===== src/rtl/mod_counter_pkg.sv =====
// Shared constants and helpers for mod_counter.
//   DIR_UP / DIR_DN : encodings of the up_dn input
//   params_ok()     : legality check for WIDTH / MAX_VAL, evaluated at elaboration
package mod_counter_pkg;

  localparam logic DIR_UP = 1'b1;
  localparam logic DIR_DN = 1'b0;

  // WIDTH in 2..32, MAX_VAL in 1..2**WIDTH-1. 64-bit math so WIDTH=32 is safe.
  function automatic bit params_ok(input int unsigned width, input longint unsigned max_val);
    bit ok;
    ok = (width >= 2) && (width <= 32);
    if (ok) ok = (max_val >= 64'd1) && (max_val < (64'd1 << width));
    return ok;
  endfunction

endpackage


===== src/rtl/mod_counter.sv =====
// Modulo-(MAX_VAL+1) up/down counter with load, wrap pulse and sticky overflow.
//
// Parameters: WIDTH (2..32), MAX_VAL (1..2**WIDTH-1), SATURATE (0 wrap, 1 hold).
// Ports:
//   clk       in   sole clock, rising edge
//   rst       in   synchronous active-high reset
//   en        in   count enable, one step per cycle
//   up_dn     in   1 = increment, 0 = decrement
//   load      in   synchronous load strobe (beats en)
//   load_val  in   [WIDTH] load value, clamped to MAX_VAL
//   clr_ovf   in   clears sticky ovf (a same-cycle boundary event wins)
//   count     out  [WIDTH] registered count
//   tc        out  combinational terminal count for current direction
//   wrap      out  registered one-cycle boundary-event pulse
//   ovf       out  registered sticky boundary-event flag
//
// Build option: define MOD_COUNTER_FORMAL_EN to compile in embedded
// assertions and covers; the default build contains none.
module mod_counter
  import mod_counter_pkg::*;
#(
  parameter int unsigned     WIDTH    = 4,
  parameter longint unsigned MAX_VAL  = (64'd1 << WIDTH) - 64'd1,
  parameter bit              SATURATE = 1'b0
) (
  input  logic             clk,
  input  logic             rst,
  input  logic             en,
  input  logic             up_dn,
  input  logic             load,
  input  logic [WIDTH-1:0] load_val,
  input  logic             clr_ovf,
  output logic [WIDTH-1:0] count,
  output logic             tc,
  output logic             wrap,
  output logic             ovf
);

  if (!params_ok(WIDTH, MAX_VAL)) begin : g_bad_params
    $error("mod_counter: illegal WIDTH/MAX_VAL combination");
  end

  localparam logic [WIDTH-1:0] MAX_C = MAX_VAL[WIDTH-1:0];

  logic [WIDTH-1:0] count_q, count_d;
  logic             wrap_q, wrap_d;
  logic             ovf_q, ovf_d;
  logic             at_max, at_zero;

  assign at_max  = (count_q == MAX_C);
  assign at_zero = (count_q == '0);

  // Single next-state block: load > en > hold. A boundary event is only an
  // enabled step out of the terminal value, never a load.
  always_comb begin
    count_d = count_q;
    wrap_d  = 1'b0;
    ovf_d   = ovf_q;
    if (load) begin
      count_d = (load_val > MAX_C) ? MAX_C : load_val;
    end else if (en) begin
      if (up_dn == DIR_UP) begin
        if (at_max) begin
          count_d = SATURATE ? MAX_C : '0;
          wrap_d  = 1'b1;
        end else begin
          count_d = count_q + 1'b1;
        end
      end else begin
        if (at_zero) begin
          count_d = SATURATE ? '0 : MAX_C;
          wrap_d  = 1'b1;
        end else begin
          count_d = count_q - 1'b1;
        end
      end
    end
    // Set beats clear so a coincident event is never lost.
    if (wrap_d)       ovf_d = 1'b1;
    else if (clr_ovf) ovf_d = 1'b0;
  end

  always_ff @(posedge clk) begin
    if (rst) begin
      count_q <= '0;
      wrap_q  <= 1'b0;
      ovf_q   <= 1'b0;
    end else begin
      count_q <= count_d;
      wrap_q  <= wrap_d;
      ovf_q   <= ovf_d;
    end
  end

  assign count = count_q;
  assign wrap  = wrap_q;
  assign ovf   = ovf_q;
  assign tc    = (up_dn == DIR_UP) ? at_max : at_zero;

`ifdef MOD_COUNTER_FORMAL_EN
  logic at_bnd;
  assign at_bnd = (up_dn == DIR_UP) ? at_max : at_zero;

  a_range: assert property (@(posedge clk) count_q <= MAX_C);

  a_inc: assert property (@(posedge clk)
    (!rst && !load && en && up_dn == DIR_UP && !at_max) |=> count_q == $past(count_q) + 1'b1);

  a_dec: assert property (@(posedge clk)
    (!rst && !load && en && up_dn == DIR_DN && !at_zero) |=> count_q == $past(count_q) - 1'b1);

  a_wrap_only_bnd: assert property (@(posedge clk)
    !(!rst && !load && en && at_bnd) |=> !wrap_q);

  a_ovf_sticky: assert property (@(posedge clk)
    (ovf_q && !rst && !clr_ovf) |=> ovf_q);

  for (genvar v = 0; v <= int'(MAX_VAL); v++) begin : g_cov_val
    c_val: cover property (@(posedge clk) count_q == WIDTH'(v));
  end

  c_wrap_up: cover property (@(posedge clk) !rst && !load && en && up_dn == DIR_UP && at_max);
  c_wrap_dn: cover property (@(posedge clk) !rst && !load && en && up_dn == DIR_DN && at_zero);
`endif

endmodule

===== config.mk =====
export PLATFORM = sky130hd
export DESIGN_NAME = mod_counter
export DESIGN_NICKNAME = d
export VERILOG_FILES = /design/src/rtl/mod_counter_pkg.sv /design/src/rtl/mod_counter.sv
export SDC_FILE = /design/constraint.sdc
export NUM_CORES = 1
export LEC_CHECK = 0
export CAP_MARGIN = 20
export CORE_AREA = 2 2 39 41
export CTS_CLUSTER_DIAMETER = 60
export DETAILED_ROUTE_END_ITERATION = 10
export DIE_AREA = 0 0 41 43
export GPL_ROUTABILITY_DRIVEN = 0
export PLACE_DENSITY_LB_ADDON = 0.08
export SLEW_MARGIN = 25
export SYNTH_ARGS = -nofsm -noshare
export SYNTH_HDL_FRONTEND = slang
export SYNTH_SLANG_ARGS = --single-unit

===== constraint.sdc =====
create_clock -name clk -period 1.2 [get_ports clk]
set_input_delay 0.12 -clock clk [delete_from_list [all_inputs] [get_ports clk]]
set_output_delay 0.12 -clock clk [all_outputs]
set_load 0.01 [all_outputs]

==> summary.log, run 1 <==
qor: status.result_of_the_run finished with violations
qor: status.violations_in_the_final_reports negative setup slack
qor: min_path.hold_class flop to flop
qor: clocking.clock_tree_from_tritoncts done
qor: sta.worst_pin_slew 0.301 ns
qor: yosys.post-synth-top-area-fraction 32.0%
qor: detailed_routing.route.vias.total 428
qor: layout.diodes 0
qor: clocking.cts_htree_levels 1
qor: detailed_routing.ant_nets 0
qor: sta.fmaxAchievable 732 MHz
qor: global_route.grt_first_pass_wirelength 1.61 mm
qor: min_path.min_delay_path_depth 2
qor: detailed_routing.vias_per_cell 4.60
qor: place.dpl.hpwl 783 µm
qor: yosys.synth.area.top_cells sky130_fd_sc_hd__dfxtp_1 (32%), sky130_fd_sc_hd__a21oi_1 (8.0%), sky130_fd_sc_hd__xnor2_1 (7.0%)
qor: yosys.synthesis.yosys.warnings 0
qor: layout.final_design_area_no_fill 741 µm²
qor: sta.max-slew-margin-rel 79.9%
qor: power_and_ir_drop.leakagePower 0.335 nW
qor: yosys.synthesis.area_per_instance 7.99 µm²
qor: layout.mostFrequentLayoutCell sky130_fd_sc_hd__clkdlybuf4s50_1
qor: sta.final.hold.worst_slack 0.487 ns
qor: layout.mostFrequentLayoutCells sky130_fd_sc_hd__clkdlybuf4s50_1 (9), sky130_fd_sc_hd__buf_4 (8), sky130_fd_sc_hd__a21oi_1 (5), sky130_fd_sc_hd__dlygate4sd2_1 (5), sky130_fd_sc_hd__nor2_1 (4)
qor: critical_path.rrSetupSlack -0.14 ns
qor: die.core_outline_area 1380 µm²
qor: global_route.grt_antenna_before_repair 0
qor: clocking.clk-insertion-delay-late 0.25 ns
qor: global_route.grt_pass1_vias 393
qor: clocking.postCtsHoldBufs 0
qor: sta.worst_slack -0.167 ns
qor: detailed_routing.avgRoutedWirePerCell 10.7 µm
qor: yosys.synth.distinct_cells 23
qor: place.placed_cells_incl_taps 86
qor: critical_path.worst_setup_path_category flop to primary output
qor: layout.finalNonFillerCells 93
qor: yosys.synthesis_stage_register_bit_count 6
qor: detailed_routing.dr.pass1.iters 2
qor: layout.multi_input_comb_area 288 µm²
qor: clocking.clkSlewWorstSetupHoldPaths 0.05 ns
qor: layout.final-seq-area 133 µm²
qor: yosys.syn-cell-area 375 µm²
qor: sta.final-setup-viol-count 4
qor: detailed_routing.detail_route.iter0.violations 6
qor: layout.finalNetCount 90
qor: die.placement_rows 14
qor: critical_path.cp.arrival 1.25 ns
qor: global_route.groute.usage.overall 13.8%
qor: yosys.seq_area_frac_synth 32.0%
qor: sta.timing.final.hold_violations 0
qor: die.die_w 41 µm
qor: critical_path.worstSetupStartpointType flop
qor: detailed_routing.drt_wl_total 996 µm
qor: sta.worst_clock_skew 0.00186 ns
qor: die.io-pin-count 17
qor: critical_path.cp_data_required_time 1.08 ns
qor: sta.final.period_utilization 114%
qor: sta.period_minus_slack 1.37 ns
qor: clocking.cts.sinks 6
qor: place.postPlaceCellArea 644 µm²
qor: global_route.overflow 0
qor: global_route.grt_max_degree 10
qor: layout.area_growth 97.3%
qor: detailed_routing.route.detailed.drc 0
qor: sta.finalMaxSlewViolations 0
qor: clocking.total_cts_buffers 3
qor: layout.filler_cell_count 133
qor: die.start_util 27.1%
qor: critical_path.worstSetupEndpointType primary output
qor: sta.rsz0062_at_grt yes
qor: clocking.clk_root_buffer_cell sky130_fd_sc_hd__clkbuf_4
qor: yosys.synth_area_leader_cell sky130_fd_sc_hd__dfxtp_1
qor: layout.drive_gt1_share 42.9%
qor: critical_path.path_max_fanout 3
qor: place.place.port_buffers 16
qor: flow_run.max-cap-violations 0
qor: critical_path.worst-r2r-cell-count 4
qor: yosys.postSynthNetCount 59
qor: yosys.synthesis.instances 47
qor: power_and_ir_drop.power_density 925 nW/µm²
qor: die.die-height 43 µm
qor: clocking.clk_path_buf_depth 2
qor: power_and_ir_drop.vdd.ir_drop.worst 0.000476 V
qor: die.die_area 1760 µm²
[synthesized netlist by cell type]
master                     n
sky130_fd_sc_hd__nand2_1   3
sky130_fd_sc_hd__dfxtp_1   6
sky130_fd_sc_hd__o21a_1    1
sky130_fd_sc_hd__a311o_1   1
sky130_fd_sc_hd__o21bai_1  1
sky130_fd_sc_hd__ha_1      2
sky130_fd_sc_hd__clkbuf_1  1
sky130_fd_sc_hd__nand4_1   1
sky130_fd_sc_hd__nand2b_1  1
sky130_fd_sc_hd__o31ai_1   1
sky130_fd_sc_hd__o21ai_0   2
sky130_fd_sc_hd__inv_2     1
sky130_fd_sc_hd__inv_1     5
sky130_fd_sc_hd__o41ai_1   1
sky130_fd_sc_hd__a31oi_1   1
sky130_fd_sc_hd__mux2_2    1
sky130_fd_sc_hd__a21bo_1   1
sky130_fd_sc_hd__mux2i_1   1
sky130_fd_sc_hd__nor2_1    4
sky130_fd_sc_hd__nor2b_1   2
sky130_fd_sc_hd__a21oi_1   6
sky130_fd_sc_hd__or4_1     1
sky130_fd_sc_hd__xnor2_1   3
[critical path, stage by stage (launching register included)]
cell	delay [ns]
sky130_fd_sc_hd__dfxtp_4	0.36
sky130_fd_sc_hd__inv_4	0.06
sky130_fd_sc_hd__ha_4	0.14
sky130_fd_sc_hd__inv_2	0.04
sky130_fd_sc_hd__o41ai_4	0.22
sky130_fd_sc_hd__buf_2	0.18
[logic make-up after synthesis]
family | count (synthesis) | synth area share (%)
xor gates and xnor gates | 3 | 7.00
muxes | 2 | 5.67
buffers and inverters | 7 | 7.00
AOI/OAI and AO/OA | 15 | 26.0
and+or+nand+nor | 12 | 15.7
DFF | 6 | 32.0
adders and majority gates | 2 | 6.67
[flip-flops by register name, indices dropped and copies added (netlist names)]
name	count
ovf	1
count	4
wrap	1
[metal layers]
layer / vias to the layer above / part of all wire [%] / GRT usage, %
li1: 224 / - / -
met1: 195 / 44 / 16.2
met2: 9 / 52 / 21.6
met3: 0 / 3.9 / 4.71
met4: 0 / 0 / 6.00
met5: - / 0 / 0
[cell type report]
cell class / instances / share of cell area, %
inverter: 6 / 3.72
clock buffer: 4 / 3.55
sequential: 6 / 17.9
timing repair buffer: 27 / 33.3
multi-input combinational: 34 / 38.9
tap: 16 / 2.70
[path summary, 6_finish.rpt]
| kind | to | start |
|---|---|---|
| worst max-delay path | tc | count[0]$_SDFFE_PP0P_ |
| worst min-delay path | ovf$_SDFFE_PP0P_ | ovf$_SDFFE_PP0P_ |
| worst max register to register | count[3]$_SDFFE_PP0P_ | count[1]$_SDFFE_PP0P_ |
| worst min register to register | ovf$_SDFFE_PP0P_ | ovf$_SDFFE_PP0P_ |
[through the flow]
step                util [%]  power [mW]  worst slack, ns  setup TNS, ns
global placement        46.6       0.440           -0.442          -1.32
finish                  53.5       0.685           -0.167         -0.465
floorplan                  -       0.329          -0.0518        -0.0807
detailed placement      46.6       0.441           -0.448          -1.30
global route            53.5       0.737           -0.247         -0.827
CTS                     51.1       0.680           -0.197         -0.572
[where the power goes]
| group | leakage [nW] | switching [mW] | internal [mW] |
|---|---|---|---|
| clock | 0.0150 | 0.0830 | 0.127 |
| sequential | 0.0515 | 0.0139 | 0.213 |
| combinational | 0.268 | 0.100 | 0.149 |
| total | 0.335 | 0.197 | 0.488 |
[repair_timing]
action,CTS,global route
resized for setup,22,5
endpoints found under the setup margin,11,6
buffers inserted,2,1
pin swaps,3,4
Note: power is estimated with default switching activity, not from simulation.
==> inputs of run 2 (changes only) <==
- GPL_ROUTABILITY_DRIVEN: 0 -> not set
==> results of run 2 <==
Same layout as run 1: the final DEF is identical, and so are final timing and power.
==> inputs of run 3 (changes only) <==
- PLACE_DENSITY_LB_ADDON: 0.08 -> not set
==> run 3 against run 2 <==
Effect of this change:
- the run still ends with negative setup slack left
- critical path depth shrank 1
- register-to-register slack lost 0.03 ns
- worst setup slack lost 0.0013 ns
- fmax is essentially flat
- combinational power shrank 7%
- worst hold slack lost 0.021 ns
- largest power group unchanged
- highest routed layer unchanged
- total power shrank 5.0%
- non-clock buffer count shrank 1
- largest cell class unchanged
- die area is the same
- sequential power is essentially flat
==> summary.log, run 3 (synthesis gave the netlist of run 1 again) <==
qor: place.placed_cells_incl_taps 85
qor: layout.mostFrequentLayoutCell sky130_fd_sc_hd__buf_4
qor: clocking.clk_path_buf_depth 2
qor: detailed_routing.ant_nets 0
qor: global_route.overflow 0
qor: clocking.clk-insertion-delay-late 0.24 ns
qor: die.placement_rows 14
qor: detailed_routing.route.detailed.drc 0
qor: detailed_routing.top_routing_layer_in_use met3
qor: die.die_area 1760 µm²
qor: global_route.groute.usage.overall 13.0%
qor: global_route.grt_antenna_before_repair 0
qor: critical_path.worstSetupStartpointType flop
qor: sta.final.period_utilization 114%
qor: detailed_routing.avgRoutedWirePerCell 10.2 µm
qor: sta.worst_pin_slew 0.300 ns
qor: sta.fmaxAchievable 731 MHz
qor: power_and_ir_drop.vdd.ir_drop.worst 0.000681 V
qor: place.globalplace.congestion 0.643
qor: die.io-pin-count 17
qor: sta.worst_clock_skew 0.00778 ns
qor: detailed_routing.met1_length 462 µm
qor: sta.rsz0062_at_grt yes
qor: layout.largest_register_ffs 4
qor: critical_path.worstSetupEndpointType flop
qor: critical_path.cp_data_required_time 1.35 ns
qor: global_route.grt_max_degree 10
qor: power_and_ir_drop.power_density 907 nW/µm²
qor: sta.timing.final.hold_violations 0
qor: layout.mostFrequentLayoutCells sky130_fd_sc_hd__buf_4 (9), sky130_fd_sc_hd__clkdlybuf4s50_1 (8), sky130_fd_sc_hd__a21oi_1 (6), sky130_fd_sc_hd__dlygate4sd2_1 (6), sky130_fd_sc_hd__nor2_1 (4)
qor: clocking.clk_root_buffer_cell sky130_fd_sc_hd__clkbuf_4
qor: global_route.grt_pass1_vias 406
qor: detailed_routing.route.vias.total 423
qor: layout.diodes 0
qor: status.violations_in_the_final_reports negative setup slack
qor: die.core_outline_area 1380 µm²
qor: sta.finalMaxSlewViolations 0
qor: critical_path.cp.arrival 1.52 ns
qor: critical_path.cp_slowest_stage_delay 0.46 ns
qor: detailed_routing.dr.pass1.iters 4
qor: clocking.clkSlewWorstSetupHoldPaths 0.05 ns
qor: clocking.cts_htree_levels 1
qor: critical_path.critPathSlowestCell sky130_fd_sc_hd__or4_4
qor: min_path.hold_class flop to flop
qor: status.result_of_the_run finished with violations
qor: critical_path.worst_setup_path_category flop to flop
qor: detailed_routing.drt_wl_total 935 µm
qor: sta.final-setup-viol-count 4
qor: layout.finalNetCount 89
qor: critical_path.cp_top_family simple AND/OR/NAND/NOR gates
qor: detailed_routing.dr_wl_met2 445 µm
qor: clocking.clock_tree_from_tritoncts done
qor: clocking.cts.sinks 6
qor: clocking.total_cts_buffers 3
qor: detailed_routing.detail_route.iter0.violations 4
qor: flow_run.max-cap-violations 0
qor: sta.worst_slack -0.168 ns
qor: detailed_routing.vias_per_cell 4.60
qor: place.dpl.hpwl 733 µm
qor: critical_path.worstPathCellList buf_4, or4_4, a21bo_1, a31oi_1
qor: critical_path.path_max_fanout 5
qor: layout.finalNonFillerCells 92
qor: die.start_util 27.1%
qor: layout.area_growth 91.3%
qor: critical_path.timing.critical_path.buf_inv 1
qor: die.die_w 41 µm
qor: detailed_routing.met3RoutedLength 28 µm
qor: clocking.postCtsHoldBufs 0
qor: sta.max-slew-margin-rel 80.0%
qor: global_route.grt_first_pass_wirelength 1.61 mm
qor: sta.period_minus_slack 1.37 ns
qor: layout.drive_gt1_share 38.2%
qor: die.die-height 43 µm
qor: power_and_ir_drop.leakagePower 0.348 nW
qor: place.place.port_buffers 16
qor: sta.tns -0.380 ns
-- run 3: cell types whose count changed in the layout (fill, tap and decap cells not counted), sizes merged --
cell | before | now
dlygate4sd2 | 5 | 6
dlymetal6s2s | 0 | 1
clkdlybuf4s50 | 9 | 8
buf | 13 | 11
-- run 3: what timing repair did --
action,in CTS,in global routing
pin swaps,0,1
endpoints found under the setup margin,10,7
gates resized for setup,20,3
setup buffers,1,2
-- run 3: tightest hold or removal path: cells and delay by family (launching register included) --
family,cells,cell delay [ns]
simple gates,1,0.06
flops,1,0.30
compound gates,1,0.06
-- run 3: stage by stage --
step	utilization (%)	setup WS [ns]	hold WS (ns)	instance area, µm²	total power [mW]
final	51.9	-0.168	0.466	718	0.651
after global placement	46.0	-0.438	0.458	637	0.434
after global routing	51.9	-0.236	0.500	718	0.696
after detailed placement	46.0	-0.450	0.465	637	0.436
after CTS	50.0	-0.177	0.449	692	0.650
after floorplan	-	-0.0518	0.182	408	0.329
-- run 3: area by class of cell --
| type | count | area, µm² |
|---|---|---|
| flip-flops and latches | 6 | 133 |
| multi-input cells | 34 | 285 |
| inverters | 6 | 25.0 |
| clock buffers | 4 | 26.3 |
| well taps | 16 | 20.0 |
| fillers | 135 | 666 |
| repair buffers | 26 | 229 |
-- run 3: report_power, final --
part	switching, mW	leakage [nW]	internal [mW]	total, mW
Sequential	0.0141	0.0515	0.213	0.227
Combinational	0.0954	0.281	0.136	0.231
Clock	0.0676	0.0150	0.126	0.193
Total	0.177	0.348	0.474	0.651
-- run 3: final timing paths --
path                          from                     to  slack [ns]  cells past startpoint
max          count[3]$_SDFFE_PP0P_  count[3]$_SDFFE_PP0P_       -0.17                      4
min               ovf$_SDFFE_PP0P_       ovf$_SDFFE_PP0P_        0.47                      2
max reg2reg  count[3]$_SDFFE_PP0P_  count[3]$_SDFFE_PP0P_       -0.17                      4
min reg2reg       ovf$_SDFFE_PP0P_       ovf$_SDFFE_PP0P_        0.47                      2
-- run 3: metal layers --
layer  up-vias  GRT usage [%]
li1        225              -
met1       188           17.8
met2        10           19.4
met3         0           4.71
met4         0           2.00
met5         -              0
